## src/rtl/gamesys_score_keeper.sv

```systemverilog
// Score keeper: turns wall-pass strobes into a packed-BCD score weighted by
// difficulty, keeps the session high score and builds the display word that
// alternates score/high while the game is over.
module gamesys_score_keeper #(
  parameter int unsigned SHOW_CYCLES = 100_000_000,
  parameter int unsigned PEND_W      = 5
) (
  input  logic        clk,
  input  logic        reset,
  input  logic        pass_evt,
  input  logic        pause,
  input  logic        failed,
  input  logic [2:0]  diff,
  output logic [15:0] score_bcd,
  output logic [15:0] high_bcd,
  output logic [15:0] disp_bcd,
  output logic        new_high,
  output logic        busy
);

  localparam int unsigned      TW         = (SHOW_CYCLES > 1) ? $clog2(SHOW_CYCLES) : 1;
  localparam logic [TW-1:0]    TIMER_LAST = TW'(SHOW_CYCLES - 1);
  localparam logic [PEND_W:0]  PEND_MAX   = {1'b0, {PEND_W{1'b1}}};

  typedef enum logic [1:0] {
    ST_RUN    = 2'd0,
    ST_DRAIN  = 2'd1,
    ST_COMMIT = 2'd2,
    ST_OVER   = 2'd3
  } state_e;

  // BCD +1 with per-digit carry; 9999 is a hard ceiling.
  function automatic logic [15:0] bcd_inc(input logic [15:0] v);
    logic [15:0] r;
    logic        carry;
    r     = v;
    carry = 1'b1;
    if (v == 16'h9999) begin
      r = v;
    end else begin
      for (int i = 0; i < 4; i++) begin
        if (carry) begin
          if (v[4*i +: 4] == 4'd9) begin
            r[4*i +: 4] = 4'd0;
          end else begin
            r[4*i +: 4] = v[4*i +: 4] + 4'd1;
            carry       = 1'b0;
          end
        end else begin
          r[4*i +: 4] = v[4*i +: 4];
        end
      end
    end
    return r;
  endfunction

  state_e          state_q;
  logic [PEND_W-1:0] pend_q;
  logic [PEND_W-1:0] pend_d;
  logic [15:0]     score_q;
  logic [15:0]     high_q;
  logic [15:0]     disp_q;
  logic            new_high_q;
  logic            busy_q;
  logic [TW-1:0]   timer_q;
  logic            show_high_q;

  logic            accept_s;
  logic            dec_s;
  logic [PEND_W:0] add_s;
  logic [PEND_W:0] sum_s;
  logic [15:0]     score_inc_s;

  // Accept/drain decisions and the saturating pending-points update.
  always_comb begin
    accept_s    = (state_q == ST_RUN) && pass_evt && !pause && !failed;
    dec_s       = (pend_q != '0) && ((state_q == ST_RUN) || (state_q == ST_DRAIN));
    add_s       = '0;
    if (accept_s) begin
      add_s = (PEND_W+1)'(diff) + (PEND_W+1)'(1'b1);
    end else begin
      add_s = '0;
    end
    sum_s       = {1'b0, pend_q} - (PEND_W+1)'(dec_s) + add_s;
    pend_d      = sum_s[PEND_W-1:0];
    if (sum_s > PEND_MAX) begin
      pend_d = PEND_MAX[PEND_W-1:0];
    end else begin
      pend_d = sum_s[PEND_W-1:0];
    end
    score_inc_s = bcd_inc(score_q);
  end

  // Game-phase FSM with all registered outputs.
  always_ff @(posedge clk) begin
    if (reset) begin
      state_q     <= ST_RUN;
      pend_q      <= '0;
      busy_q      <= 1'b0;
      score_q     <= 16'h0000;
      high_q      <= 16'h0000;
      disp_q      <= 16'h0000;
      new_high_q  <= 1'b0;
      timer_q     <= '0;
      show_high_q <= 1'b0;
    end else begin
      pend_q <= pend_d;
      busy_q <= (pend_d != '0);
      case (state_q)
        ST_RUN: begin
          disp_q <= score_q;
          if (dec_s) score_q <= score_inc_s;
          if (accept_s) new_high_q <= 1'b0;
          if (failed) state_q <= ST_DRAIN;
        end
        ST_DRAIN: begin
          disp_q <= score_q;
          if (dec_s) score_q <= score_inc_s;
          if (pend_q == '0) state_q <= ST_COMMIT;
        end
        ST_COMMIT: begin
          disp_q      <= score_q;
          timer_q     <= '0;
          show_high_q <= 1'b0;
          if (score_q > high_q) begin
            high_q     <= score_q;
            new_high_q <= 1'b1;
          end else begin
            new_high_q <= 1'b0;
          end
          state_q <= ST_OVER;
        end
        ST_OVER: begin
          disp_q <= show_high_q ? high_q : score_q;
          if (!failed) begin
            state_q     <= ST_RUN;
            score_q     <= 16'h0000;
            timer_q     <= '0;
            show_high_q <= 1'b0;
          end else if (timer_q == TIMER_LAST) begin
            timer_q     <= '0;
            show_high_q <= ~show_high_q;
          end else begin
            timer_q <= timer_q + TW'(1'b1);
          end
        end
        default: begin
          state_q <= ST_RUN;
        end
      endcase
    end
  end

  assign score_bcd = score_q;
  assign high_bcd  = high_q;
  assign disp_bcd  = disp_q;
  assign new_high  = new_high_q;
  assign busy      = busy_q;

endmodule

```

## config.mk

```make
export PLATFORM = sky130hd
export DESIGN_NAME = gamesys_score_keeper
export DESIGN_NICKNAME = d
export VERILOG_FILES = /design/src/rtl/gamesys_score_keeper.sv
export SDC_FILE = /design/constraint.sdc
export NUM_CORES = 1
export LEC_CHECK = 0
export BUFFER_PORTS_ARGS = -buffer_cell sky130_fd_sc_hd__buf_2
export CAP_MARGIN = 30
export CORE_UTILIZATION = 53
export CTS_CLUSTER_DIAMETER = 50
export DETAILED_ROUTE_END_ITERATION = 8
export GPL_TIMING_DRIVEN = 0
export PLACE_DENSITY = 0.79
export SKIP_LAST_GASP = 1
export SYNTH_ARGS = -nofsm -noshare
export SYNTH_HDL_FRONTEND = slang
export SYNTH_SLANG_ARGS = --single-unit
```

## constraint.sdc

```tcl
create_clock -name clk -period 3.21 [get_ports clk]
set_clock_uncertainty 0.1 [all_clocks]
set_input_delay 0.1605 -clock clk [delete_from_list [all_inputs] [get_ports clk]]
set_output_delay 0.1605 -clock clk [all_outputs]
set_load 0.005 [all_outputs]
```

**Word-level counts from Yosys, hierarchy flattened**

Index checks and enable logic that the tools add are counted.

- Add/subtract/negate cells: 8
- Magnitude comparators: 2
- Equal/unequal tests: 19
- Multiplexer cells: 36
- Bitwise gates (word level): 1
- Reductions and logical operators: 24

Operator list:

| operator | count |
|---|---|
| 2-to-1 mux 16 bit | 4 |
| case mux 16 bit (2 select lines) | 2 |
| 2-to-1 mux 27 bit | 2 |
| case mux 27 bit (2 select lines) | 1 |
| 2-to-1 mux 4 bit | 8 |
| adder 27 x 1 -> 27 bit, second input constant | 1 |
| equality test 27 bit, second input constant | 1 |
| adder 4 x 1 -> 4 bit, second input constant | 4 |
| equality test 16 bit, second input constant | 1 |
| equality test 4 bit, second input constant | 4 |
| greater-than comparator 16 bit | 1 |
| AND reduction 5 bit | 3 |
| 2-to-1 mux 1 bit | 12 |
| != test 2 x 1 -> 1 bit, second input constant | 5 |
| nonzero test 5 bit | 2 |
| != test 2 bit, second input constant | 4 |
| case mux 2 bit (4 select lines) | 1 |
| adder 6 bit | 1 |
| greater-than comparator 6 x 5 -> 1 bit, second input constant | 1 |
| 2-to-1 mux 2 bit | 3 |
| AND reduction 2 bit | 3 |
| nonzero test 2 bit | 3 |
| subtractor 5 x 1 -> 6 bit | 1 |
| zero test 5 bit | 1 |
| other kinds (15) | 21 |

- Bits in registers: 85
- Input port bits: 8
- Logic and storage cells: 102

**Logic depth before layout (Yosys ltp)**

Gate-level depths: netlist (run 1).

- Depth after elaboration: 11
- Mapped depth: 15
- Gate-level depth less buffers: 15

**Least setup slack after synthesis (run 1)**

No wires, ideal clock.

- Path type: register -> register
- Start: register state_q[0]
- End: register busy_q, in the netlist busy
- Setup time: 0.144 ns
- Arrival: 2.894 ns
- Data required time: 2.966 ns
- Path slack: 0.072 ns
- Cell stages (with the launch flop): 16
- Path buffers: 0
- Period minus slack after synthesis: 3.138 ns
- Cell sequence: dfxtp_1 > inv_1 > ha_1 > inv_1 > nor4b_1 > nand2b_1 > ha_1 > inv_1 > ha_1 > fa_1 > a21oi_1 > nor2_1 > nor2_1 > xor2_1 > and3_1 > a41oi_1

- Longest elaborated chain between the ends: 9
- Elaborated cells on any way between the ends: 13
- Those cells by class: add/sub (2); order compare (1); eq/ne (1); mux (2); reduce/logical (7)

Ends and longest elaborated chain:

| item | RTL line | source |
|---|---|---|
| start, declared | 57 | `state_e state_q;` |
| start signal, assigned | 97 | `state_q <= ST_RUN;` |
| start signal, assigned | 114 | `if (failed) state_q <= ST_DRAIN;` |
| start signal, assigned | 119 | `if (pend_q == '0) state_q <= ST_COMMIT;` |
| parallel branches: the longest is 5 deep, another holds subtractor 5 x 1 -> 6 bit | n/a |  |
| adder 6 bit * | 84 | `sum_s = {1'b0, pend_q} - (PEND_W+1)'(dec_s) + add_s;` |
| greater-than comparator 6 x 5 -> 1 bit | 86 | `if (sum_s > PEND_MAX) begin` |
| 2-to-1 mux 5 bit * | 86 |  |
| nonzero test 5 bit * | 108 | `busy_q <= (pend_d != '0);` |
| end signal, assigned | 108 |  |
| end, declared | 64 | `logic busy_q;` |

Mark *: on every way between the ends.
A chain may end at the register's enable or synchronous reset.

**Final worst setup path (run 1)**

- Start: register pend_q[2]
- End: register busy_q, in the netlist busy

- Longest elaborated chain between the ends: 7

Ends and longest elaborated chain:

| item | RTL line | source |
|---|---|---|
| start, declared | 58 | `logic [PEND_W-1:0] pend_q;` |
| start signal, assigned | 107 | `pend_q <= pend_d;` |
| nonzero test 5 bit | 77 | `dec_s = (pend_q != '0) && ((state_q == ST_RUN) \|\| (state_q == ST_DRAIN));` |
| logical AND 1 bit | 77 |  |
| subtractor 5 x 1 -> 6 bit * | 84 |  |
| adder 6 bit * | 84 |  |
| greater-than comparator 6 x 5 -> 1 bit | 86 |  |
| 2-to-1 mux 5 bit * | 86 |  |
| nonzero test 5 bit * | 108 |  |

Mark *: on every way between the ends. The rest lies on a longest branch, timed or not.

==> run summary, run 1 <==
The root buffer cell is sky130_fd_sc_hd__clkbuf_8. The core region area came out at about 8300 µm². The number of routed nets with antenna violations came out at 0. The cell area after layout came out at 5360 µm².

The first TritonRoute pass finished after 5 iterations. The post-placement cell area is 5030 µm². The longest clock path from root to sink contains 2 buffers. TritonCTS built the clock tree.

CTS saw 85 sinks. The net count of the mapped netlist came out at 613. The most used flip-flop cell after synthesis is sky130_fd_sc_hd__dfxtp_1. In this run, distinct cell masters in the synthesized netlist total 54. The proportion of synthesized chip area in sequential cells came out at 36.9%.

The die extent in y is 95.3 µm. The register clock-pin slew on the reported worst setup and hold paths is 0.08 ns. The flow ran to the end, and the final reports show no timing, DRC or antenna violations.

On the critical path, the stage with the largest delay is an instance of sky130_fd_sc_hd__or4_1. The number of warnings issued by yosys is 0. The min-delay analysis places its worst path in the category input port to register. By count the netlist is led by sky130_fd_sc_hd__dfxtp_1, sky130_fd_sc_hd__nand2_1, sky130_fd_sc_hd__a21oi_1. The biggest area contributor in the post-synthesis netlist is sky130_fd_sc_hd__dfxtp_1. The total instance count after detailed placement is 726. The largest family of logic cells by synthesized area is simple AND/OR/NAND/NOR gates. Excluding fillers, the count of instances in the completed layout stands at 747. The power per standard cell area came out at roughly 690 nW/µm². The worst endpoint required time is 3.32 ns. The total routed wirelength is about 11000 µm. In the global route stage, overall resource usage came out at about a quarter.

The total grt overflow came out at 0. The fraction of the core area covered by cells at the end of the flow is 64.6%. Headroom to the max-slew limit came out at 36.3%. The number of standard cells after synthesis is 564.

The average cell area after synthesis is approximately 8.2 µm². The total leakage power came out at 2.17 nW. Traced cell by cell, the critical path runs through or4_1 > nor2_2 > nor2_1 > ha_1 > inv_1 > ha_1 > fa_2 > a21oi_1 > nor2_1 > nor2_1 > xor2_1 > and3_1 > a41oi_1. Of all flip-flops after synthesis, the portion carrying an async set or reset was 0%. The transition time of the tightest slew-check pin is 0.948 ns. The worst setup path is launched from a register. The final critical-path required period is 3.07 ns. The critical path's largest stage delay is 0.61 ns. The synthesized design contains 0 enable-type register cells. By startpoint and endpoint, the worst setup path is classified as register to register. The initial detailed-routing violation count came out at around 240.

The number of design rule violations left after detail routing is 0. The number of nets at the end of the flow is 686. The first-pass GRT wire length is 18500 µm.

The tool flagged a number of max-cap violations equal to 0. The top fanout value on the critical path came out at 3. The growth of design area from synthesis to finish came out at 16.2%. The post-detailed-route wirelength per cell is ~15 µm. The number of antenna violations at the first check in global routing came out at 0. The total via count in the routed design came out at 4365.

The final critical path takes up roughly 96% of the cycle. The area of the mapped netlist is 4610 µm². The floorplan die width is around 95 µm. Among all cell types in the netlist, the one instantiated most often is sky130_fd_sc_hd__dfxtp_1. The placement row count is 33. For this run, the top clock speed supported by timing is 326 MHz. The final weighted congestion in routability-driven placement came out at 0.916. The mux share of post-synthesis cell area is roughly 5.7%.

The number of H-tree levels came out at 3. Data arrives at the worst endpoint at 3.18 ns. The hold violation total from the final report is 0.

The via density per instance is 5.84. The total count of max-transition violations in the final report is 0. The number of antenna cells inserted is 0.

The cell that appears most often on the critical path is sky130_fd_sc_hd__nor2_1. The via count of the first global-routing pass is about 4000. The simple-gate portion of the synthesized area is 24.2%. Entering global routing, the biggest net connects 16 pins. The xor and xnor area share after synthesis came out at approximately 1.3%. Counting the buffers created by CTS gives 9.

The worst setup path is captured at a register. The count of input and output buffers is 57. The placed wire-length estimate is 8090 µm. The adder and majority gate portion of the synthesized area came out at 11.3%. The largest vdd supply drop came out at 708 µV.

The share of the synthesized area in the top cell type is between 30% and 40%. The compound-cell area share of the yosys netlist is between 10% and 20%. The count of final setup violators came out at 0.

The initial core utilization came out at a little under three fifths. The worst path meets setup with 0.139 ns of slack. In the post-synthesis netlist, the biggest area contributors are sky130_fd_sc_hd__dfxtp_1, sky130_fd_sc_hd__ha_1, sky130_fd_sc_hd__a21oi_1.

Synthesis inferred 85 register bits. The worst slack at placement is -0.417 ns. The clock latency reported for the late side of the worst-skew pair is 0.36 ns. The total I/O pin count is 58.

Cells with a size suffix above 1 make up 15.3% of the layout. The die area is 9080 µm².
cell type report:
| cell class | instances | area [µm²] |
|---|---|---|
| repair buffers | 62 | 323 |
| flip-flops and latches | 85 | 1700 |
| well taps | 105 | 131 |
| fillers | 719 | 2940 |
| clock buffers | 9 | 124 |
| multi-input cells | 414 | 2700 |
| inverters | 45 | 174 |
| plain buffers | 20 | 81.3 |
| clock inverters | 7 | 123 |
where the power goes:
group / internal (W) / total (W) / switching, W
logic: 0.000642 / 0.00149 / 0.000844
clock network: 0.000521 / 0.000930 / 0.000409
registers: 0.00116 / 0.00131 / 0.000142
total: 0.00233 / 0.00372 / 0.00140
kinds of logic after synthesis:
group,after synthesis
adders and majority gates,41
DFF,85
buffers and inverters,65
and+or+nand+nor,223
xor gates and xnor gates,7
muxes,26
AOI/OAI and AO/OA,117
state kept, by name, indices dropped and copies added, names as in the netlist:
register / count
busy: 1
disp_bcd: 16
high_bcd: 16
new_high: 1
pend_q: 5
score_bcd: 16
show_high_q: 1
state_q: 2
timer_q: 27
path summary, 6_finish.rpt:
kind	from	to	slack, ns	cells past startpoint
worst max-delay path	pend_q[2]	busy	0.14	13
worst min-delay path	reset	timer_q[16]	0.15	4
worst max register to register	pend_q[2]	busy	0.14	13
worst min register to register	timer_q[6]	timer_q[6]	0.37	1
per-stage QoR:
step	power, W	hold WS (ns)	TNS, ns
detailed placement	0.00268	0.359	-1.96
floorplan	0.00234	0.302	0
global route	0.00399	0.154	-0.0287
finish	0.00372	0.153	0
global placement	0.00263	0.360	-1.53
CTS	0.00363	0.133	0
cells in the final DEF, fill, tap and decap left out, types with 4 or more instances in the layout:
cell type                  count
sky130_fd_sc_hd__nor4_1        4
sky130_fd_sc_hd__o31ai_1       4
sky130_fd_sc_hd__xor2_1        4
sky130_fd_sc_hd__clkbuf_1     17
sky130_fd_sc_hd__mux2i_1      25
sky130_fd_sc_hd__o21ai_0      18
sky130_fd_sc_hd__or3_1         6
sky130_fd_sc_hd__nand2b_1      5
sky130_fd_sc_hd__inv_1        42
sky130_fd_sc_hd__and3_1        7
sky130_fd_sc_hd__nor3_1       16
sky130_fd_sc_hd__or4_1         6
sky130_fd_sc_hd__and2_1        6
sky130_fd_sc_hd__clkbuf_8      9
sky130_fd_sc_hd__a21o_1        5
sky130_fd_sc_hd__dfxtp_1      83
sky130_fd_sc_hd__a31oi_1      11
sky130_fd_sc_hd__nand2_1      64
sky130_fd_sc_hd__buf_4         6
sky130_fd_sc_hd__a21oi_1      54
sky130_fd_sc_hd__buf_2        59
sky130_fd_sc_hd__nand4_1      10
sky130_fd_sc_hd__nor2_1       48
sky130_fd_sc_hd__nand3_1      26
sky130_fd_sc_hd__o211ai_1      4
sky130_fd_sc_hd__ha_1         39
layer usage:
layer	wire (µm)	track usage, %	up-vias	share of wire [%]
li1	-	-	2144	-
met1	5050	33.4	2055	45
met2	5480	43.6	156	48
met3	682	5.02	10	6.0
met4	91	8.08	0	0.81
met5	0	0	-	0
critical path, delay by kind of cell, from the launching register on:
kind                     cells  cell delay [ns]
XOR/XNOR                     1             0.18
AND/OR/NAND/NOR              6             1.16
flip-flops                   1             0.33
AO/OA/AOI/OAI                2             0.27
buffers and inverters        1             0.04
adder cells (fa/ha/maj)      3             0.85
timing repair:
action,CTS,global route
setup buffers,2,3
pin swaps,1,4
setup endpoints to repair,6,7
gates resized for setup,6,8
hold buffers,0,0
(Power assumes the default switching activity.)
==> run 2: changes to the inputs <==
--- a/config.mk
+++ b/config.mk
@@ -11,7 +11,7 @@
 export CTS_CLUSTER_DIAMETER = 50
 export DETAILED_ROUTE_END_ITERATION = 8
 export GPL_TIMING_DRIVEN = 0
-export PLACE_DENSITY = 0.79
+export PLACE_DENSITY = 0.77
 export SKIP_LAST_GASP = 1
 export SYNTH_ARGS = -nofsm -noshare
 export SYNTH_HDL_FRONTEND = slang
==> run 2 against run 1 <==
Net effect: first-iteration DRC count down 30%; via count down 1.8%; global-route usage down 0.14 points; worst hold slack worse by 0.039 ns; critical endpoint unchanged; largest power group unchanged; highest routed layer unchanged.
==> run summary, run 2 (synthesis gave the netlist of run 1 again) <==
In the final routed layout, each cell accounts on average for 15.1 µm. The routed design uses 5430 µm of met2 wire. The initial core utilization came out at between 50% and 60%. The total routed wirelength came out at approximately 11000 µm. Routed signal wires occupy layers up through met4. The register with the most flip-flops is timer_q. The run finished with clean final reports. The transition time of the tightest slew-check pin came out at between 0.9 and 1 ns. The number of buffers on the longest clock path is 2.

The final-layout fill cell count came out at 728. For the worst-skew pair, the clock arrives at the later sink with an insertion delay of 0.36 ns. The die area came out at 9080 µm².

The total count of max-transition violations in the final report is 0. The final weighted congestion in routability-driven placement is 0.948. The count of input and output buffers is 57.

Derived from the worst setup path, the maximum achievable clock frequency is 332 MHz. In the final routing, the length of wire on met1 measures 5090 µm. Summed over all nets, the switching power comes to 0.00138 W. The register clock-pin slew on the reported worst setup and hold paths is around 0.080 ns. The clock tree from TritonCTS is yes.

IR analysis of the VDD net gives a maximum drop of 501 µV. The count of final setup violators is 0. CTS placed an instance of sky130_fd_sc_hd__clkbuf_8 at the clock tree root.

The hold violation total from the final report is 0. The share of total power in sequential cells came out at about 36%. Once detailed placement completed, the half-perimeter wirelength came to 8110 µm. By startpoint and endpoint, the worst setup path is classified as register to register.

The number of iterations in the first detailed-routing pass came out at 5. The total grt overflow came out at 0. The via density per instance is 5.76.

The first global-routing pass estimated 18200 µm of wire. Dividing total power by cell area gives a power density of 677 nW/µm². The H-tree was split into 3 levels. Across the run, the number of max-cap violations was 0.

The number of antenna cells inserted is 0. Setup total negative slack on the finished layout was measured at 0 ns. The growth of design area from synthesis to finish is 15.1%. For this run, the post-layout net count is 684. Overall power consumption after layout is estimated at 0.00359 W. Once detail routing completed, the nets flagged for antenna violations numbered 0.

Leaving out fill and tap cells, the most frequent cells in the layout are sky130_fd_sc_hd__dfxtp_1, sky130_fd_sc_hd__nand2_1, sky130_fd_sc_hd__buf_2, sky130_fd_sc_hd__a21oi_1, sky130_fd_sc_hd__nor2_1. In this run, the clock network consumes between 20% and 30% of the power. The number of buffers created by CTS is 9.

The min-delay analysis places its worst path in the category input port to register. The relative slew slack is 36.9%. The part of the power in combinational logic is 42.2%. For this run, design rule violations remaining after detail routing come to 0. Measured along the x axis, the die boundary spans approximately 95 µm. The register with the most flip-flops in the layout has 27 of them. OpenSTA, run right after detailed placement, puts the worst setup slack at -0.398 ns. The signal arrival time at the worst endpoint came out at 3.13 ns. The initial detailed-routing violation count came out at 166. The most common cell after layout, fill and taps aside is sky130_fd_sc_hd__dfxtp_1. Setup slack closes at approximately 0.2 ns.

The worst endpoint required time is roughly 3.3 ns. The largest net degree at the start of global routing is 15. The portion of the clock cycle consumed by the worst path in the final layout came out at 93.9%. The top fanout value on the critical path came out at 3. The number of antenna violations at the first check in global routing came out at 0. The detailed-routed wire length on met3 is 521 µm. The type of destination of the critical path is a register.

The share of post-route cells with drive strength above 1 is 15.5%. The core region area is slightly above 8000 µm². The cts-stage hold buffer count is 0.

The detailed router placed 4288 vias in this run. Internal power comes to 0.00221 W. The placement row count came out at 33. The global routing usage summed across all routing layers is 25.8%. Net switching is a little under two fifths of the power. The final critical-path required period came out at around 3 ns.

The total leakage power is about 2.2 nW. STA classifies the critical path startpoint as a register. The die extent in y is 95.3 µm. The total I/O pin count came out at 58. The total number of clock tree sinks came out at 85. The via count of the first global-routing pass is 3985.
==> run 2: changes by cell type in the layout (fill, tap and decap cells not counted), moves of 2 or more <==
cell / before / now
sky130_fd_sc_hd__buf_4: 6 / 4
sky130_fd_sc_hd__bufinv_16: 3 / 1
sky130_fd_sc_hd__clkinv_2: 0 / 3
sky130_fd_sc_hd__clkinvlp_4: 2 / 0
==> run 2: power by group through the flow <==
stage                     Clock, W  Sequential, W  Combinational [W]
after floorplan                  0        0.00128            0.00106
after global placement           0        0.00130            0.00132
after detailed placement         0        0.00131            0.00139
after CTS                 0.000786        0.00128            0.00144
after global routing      0.000832        0.00132            0.00173
final                     0.000774        0.00130            0.00152
==> run 2: worst paths after layout <==
check	start	to	slack (ns)	cells past startpoint
min reg2reg	high_bcd[14]	disp_bcd[14]	0.39	2
min	reset	timer_q[16]	0.11	4
max reg2reg	pend_q[2]	busy	0.19	13
max	pend_q[2]	busy	0.19	13
==> run 2: critical path: stages, from the launching register on <==
cell                      delay [ns]
sky130_fd_sc_hd__dfxtp_1        0.32
sky130_fd_sc_hd__or4_4          0.56
sky130_fd_sc_hd__nor2_2         0.13
sky130_fd_sc_hd__nor2_1         0.07
sky130_fd_sc_hd__ha_1           0.28
sky130_fd_sc_hd__inv_1          0.04
sky130_fd_sc_hd__ha_2           0.18
sky130_fd_sc_hd__fa_2           0.38
sky130_fd_sc_hd__a21oi_2        0.14
sky130_fd_sc_hd__nor2_1         0.05
sky130_fd_sc_hd__nor2_1         0.12
sky130_fd_sc_hd__xor2_1         0.21
sky130_fd_sc_hd__and3_1         0.18
sky130_fd_sc_hd__a41oi_1        0.12
==> run 2: stage by stage <==
stage	hold WS [ns]	area (µm²)	util, %	instances
finish	0.114	5310	64.0	745
global route	0.127	5310	64.0	745
CTS	0.0911	5260	63.4	744
detailed placement	0.371	5030	60.6	726
global placement	0.357	5030	60.6	726
floorplan	0.302	4610	-	564
==> run 2: metal layers <==
layer  vias up  track usage, %
met5         -               0
met3        15            3.43
met2       136            44.3
met1      1995            32.4
li1       2142               -
met4         0            10.6
==> run 2: layout make-up <==
type	count	area (µm²)	share of cell area (%)
Tap cell	105	131	2.47
Sequential cell	85	1700	32.1
Multi-Input combinational cell	414	2710	51.0
Clock inverter	6	62.6	1.18
Clock buffer	10	138	2.59
Inverter	45	174	3.28
Buffer	20	81.3	1.53
Timing Repair Buffer	60	308	5.80
==> run 2: what timing repair did <==
item | 4_1_cts | 5_1_grt
pin swaps | 2 | 7
endpoints found under the setup margin | 6 | 6
gates resized for setup | 4 | 13
buffers inserted | 2 | 1
==> run 3: changes to the inputs <==
--- a/config.mk
+++ b/config.mk
@@ -7,12 +7,13 @@
 export LEC_CHECK = 0
 export BUFFER_PORTS_ARGS = -buffer_cell sky130_fd_sc_hd__buf_2
 export CAP_MARGIN = 30
-export CORE_UTILIZATION = 53
+export CORE_UTILIZATION = 50
 export CTS_CLUSTER_DIAMETER = 50
 export DETAILED_ROUTE_END_ITERATION = 8
 export GPL_TIMING_DRIVEN = 0
-export PLACE_DENSITY = 0.77
+export PLACE_DENSITY = 0.73
 export SKIP_LAST_GASP = 1
+export SLEW_MARGIN = 30
 export SYNTH_ARGS = -nofsm -noshare
 export SYNTH_HDL_FRONTEND = slang
 export SYNTH_SLANG_ARGS = --single-unit
==> run 3 against run 2 <==
Net effect: the run now ends with DRC left; sequential power about the same; first-iteration DRC count rose by 11%; combinational power fell by 3%; worst hold slack better by 0.064 ns; sequential cell count is the same; utilization fell by 3.9 points; setup slack worse by 0.047 ns; final cell count rose by 0.13%; fmax shrank 1.5%; non-clock buffer count shrank 2; design area is 0.35% lower; register-to-register slack lost 0.05 ns; largest cell class unchanged.
==> run summary, run 3 (synthesis gave the netlist of run 1 again) <==
The flow ran to the end, but the final reports show violations. The checks that failed: DRC. The die covers 9610 µm². Wires add up to 11200 µm. Setup violations remaining at the end of the flow were counted as 0.

The fraction of the core area covered by cells at the end of the flow is between 60% and 70%. The count of input and output buffers came out at 57. The register with the most flip-flops in the final layout is timer_q. The repair_antennas step left the layout with diodes totalling 0. Across the VDD grid, the largest voltage drop is 412 µV. The share of post-route cells with drive strength above 1 is 14.4%. The library cell used most frequently in the layout, excluding fill and tap cells, is sky130_fd_sc_hd__dfxtp_1. The number of nets at the end of the flow came out at 682. The tightest min-delay check is of the input port to register type.

The max-cap check violation count came out at 0. The die is 98.0 µm tall. The total count of max-transition violations in the final report is 0.

The routing usage on met1 came out at 30.3%. The post-detailed-route wirelength per cell is 15.0 µm. Clock tree synthesis found a total of 85 sinks. In this run the most used layer during global routing was met2. The core region area is between 8000 and 9000 µm². By instance count, the cell type seen most on the critical path is sky130_fd_sc_hd__inv_1. The power per standard cell area came out at around 670 nW/µm².

Clock-pin slew was measured on the worst setup and hold paths at 0.08 ns. The relative slew slack came out at ~36%. The final critical-path required period came out at 3.06 ns. The worst setup path category is register to register. The total design power came out at 0.00355 W. The top fanout value on the critical path is 4. The count of nets left with antenna violations once routing finished came out at 0.

The count of non-filler cells in the finished layout came out at roughly 750. The total instance count after detailed placement came out at 729. The global routing usage summed across all routing layers is 24.4%.

The critical path's largest stage delay came out at 0.37 ns. TritonCTS built the clock tree. The floorplan die width is 98.0 µm. The number of design rule violations left after detail routing is 9. 58 I/O pins were placed. The first-pass GRT wire length is 19000 µm. The hold violation total from the final report is 0.

Once placement finished, the instance area stood at 5030 µm². STA classifies the critical path startpoint as a register. The highest-delay cell along the critical path is sky130_fd_sc_hd__fa_2. The total via count in the routed design came out at ~4300. The initial core utilization is 52.4%. The fraction of met3 tracks used by global routing came out at around 3.4%.

The clock latency reported for the late side of the worst-skew pair is 0.36 ns. The number of iterations in the first detailed-routing pass is 7. The portion of the clock cycle consumed by the worst path in the final layout came out at a little over nine tenths.

The placed wire-length estimate came out at between 8000 and 9000 µm. The cts-stage hold buffer count came out at 0. After routing the design area is 5290 µm². CTS placed an instance of sky130_fd_sc_hd__clkbuf_8 at the clock tree root.

Entering global routing, the biggest net connects 15 pins. The worst setup path is captured at a register. Setup repair after global routing could not meet its margin everywhere. The transition time of the tightest slew-check pin is approximately 0.95 ns. The worst endpoint required time is 3.32 ns. The total grt overflow came out at 0. The growth of design area from synthesis to finish came out at 14.7%. STA puts the critical path data arrival time at 3.17 ns. The via density per instance came out at around 5.7. For this run, the top clock speed supported by timing is 327 MHz. The H-tree was split into 3 levels. The congestion estimate from routability-driven global placement came to 0.907.

The flip-flop count of the largest register after layout came out at 27. The placement row count came out at 34. The detailed router finished its first iteration with 184 violations. The number of antenna violations at the first check in global routing was 0. The number of buffers on the longest clock path came out at 2. The global routing met2 resource utilization came out at 41.5%. In this run, CTS created clock tree buffers numbering 9. The via count of the first global-routing pass came to approximately 4100.

For this design the static power due to leakage is 2.14 nW. The worst hold slack is 0.178 ns. In the layout the commonest cells are sky130_fd_sc_hd__dfxtp_1, sky130_fd_sc_hd__nand2_1, sky130_fd_sc_hd__buf_2, sky130_fd_sc_hd__a21oi_1, sky130_fd_sc_hd__nor2_1. Traced cell by cell, the critical path runs through inv_1 > ha_4 > inv_1 > nor4b_4 > nand2b_1 > ha_1 > inv_1 > ha_1 > fa_2 > a21oi_2 > nor2_1 > nor2_1 > xor2_1 > and3_1 > a41oi_1.
[run 3: cell types whose count changed in the layout (fill, tap and decap cells not counted), sizes merged]
cell / delta
clkinv: -2
inv: +1
buf: -2
clkbuf: +1
[run 3: final cells by class]
type	instances	area (µm²)
Fill cell	825	3520
Tap cell	108	135
Clock inverter	5	57.6
Buffer	20	81.3
Clock buffer	11	141
Sequential cell	85	1700
Multi-Input combinational cell	414	2710
Timing Repair Buffer	58	293
Inverter	45	169
[run 3: what timing repair did]
item,CTS,global route
pin swaps,1,2
setup endpoints to repair,6,9
gates resized for setup,7,4
setup buffers,0,1
[run 3: critical path, delay by kind of cell, from the launching register on]
| family | cells | cell delay [ns] |
|---|---|---|
| AOI/OAI and AO/OA | 2 | 0.25 |
| xor gates and xnor gates | 1 | 0.19 |
| adders and majority gates | 4 | 1.01 |
| buffers and inverters | 3 | 0.26 |
| DFF | 1 | 0.35 |
| and+or+nand+nor | 5 | 0.76 |
[run 3: layer usage]
| layer | share of wire [%] | vias to the layer above |
|---|---|---|
| li1 | - | 2132 |
| met1 | 46 | 1993 |
| met2 | 47 | 120 |
| met3 | 4.5 | 23 |
| met4 | 2.6 | 0 |
| met5 | 0 | - |
[run 3: worst paths after layout]
path         depth (start not counted)  slack, ns          end   startpoint
max                                 15       0.15         busy   state_q[1]
min                                  4       0.18  timer_q[16]        reset
max reg2reg                         15       0.15         busy   state_q[1]
min reg2reg                          2       0.39  disp_bcd[2]  high_bcd[2]
[run 3: where the power goes]
group	internal (W)	switching [W]	leakage, nW
Sequential	0.00116	0.000133	0.689
Clock	0.000383	0.000395	0.104
Combinational	0.000632	0.000843	1.35
Total	0.00218	0.00137	2.14
[run 3: stage by stage]
| step | setup WS [ns] | TNS, ns |
|---|---|---|
| 2_1_floorplan | 0.0720 | 0 |
| 3_3_place_gp | -0.342 | -1.46 |
| 3_5_place_dp | -0.386 | -1.98 |
| 4_1_cts | 0.0272 | 0 |
| 5_1_grt | -0.0701 | -0.0701 |
| 6_report | 0.148 | 0 |
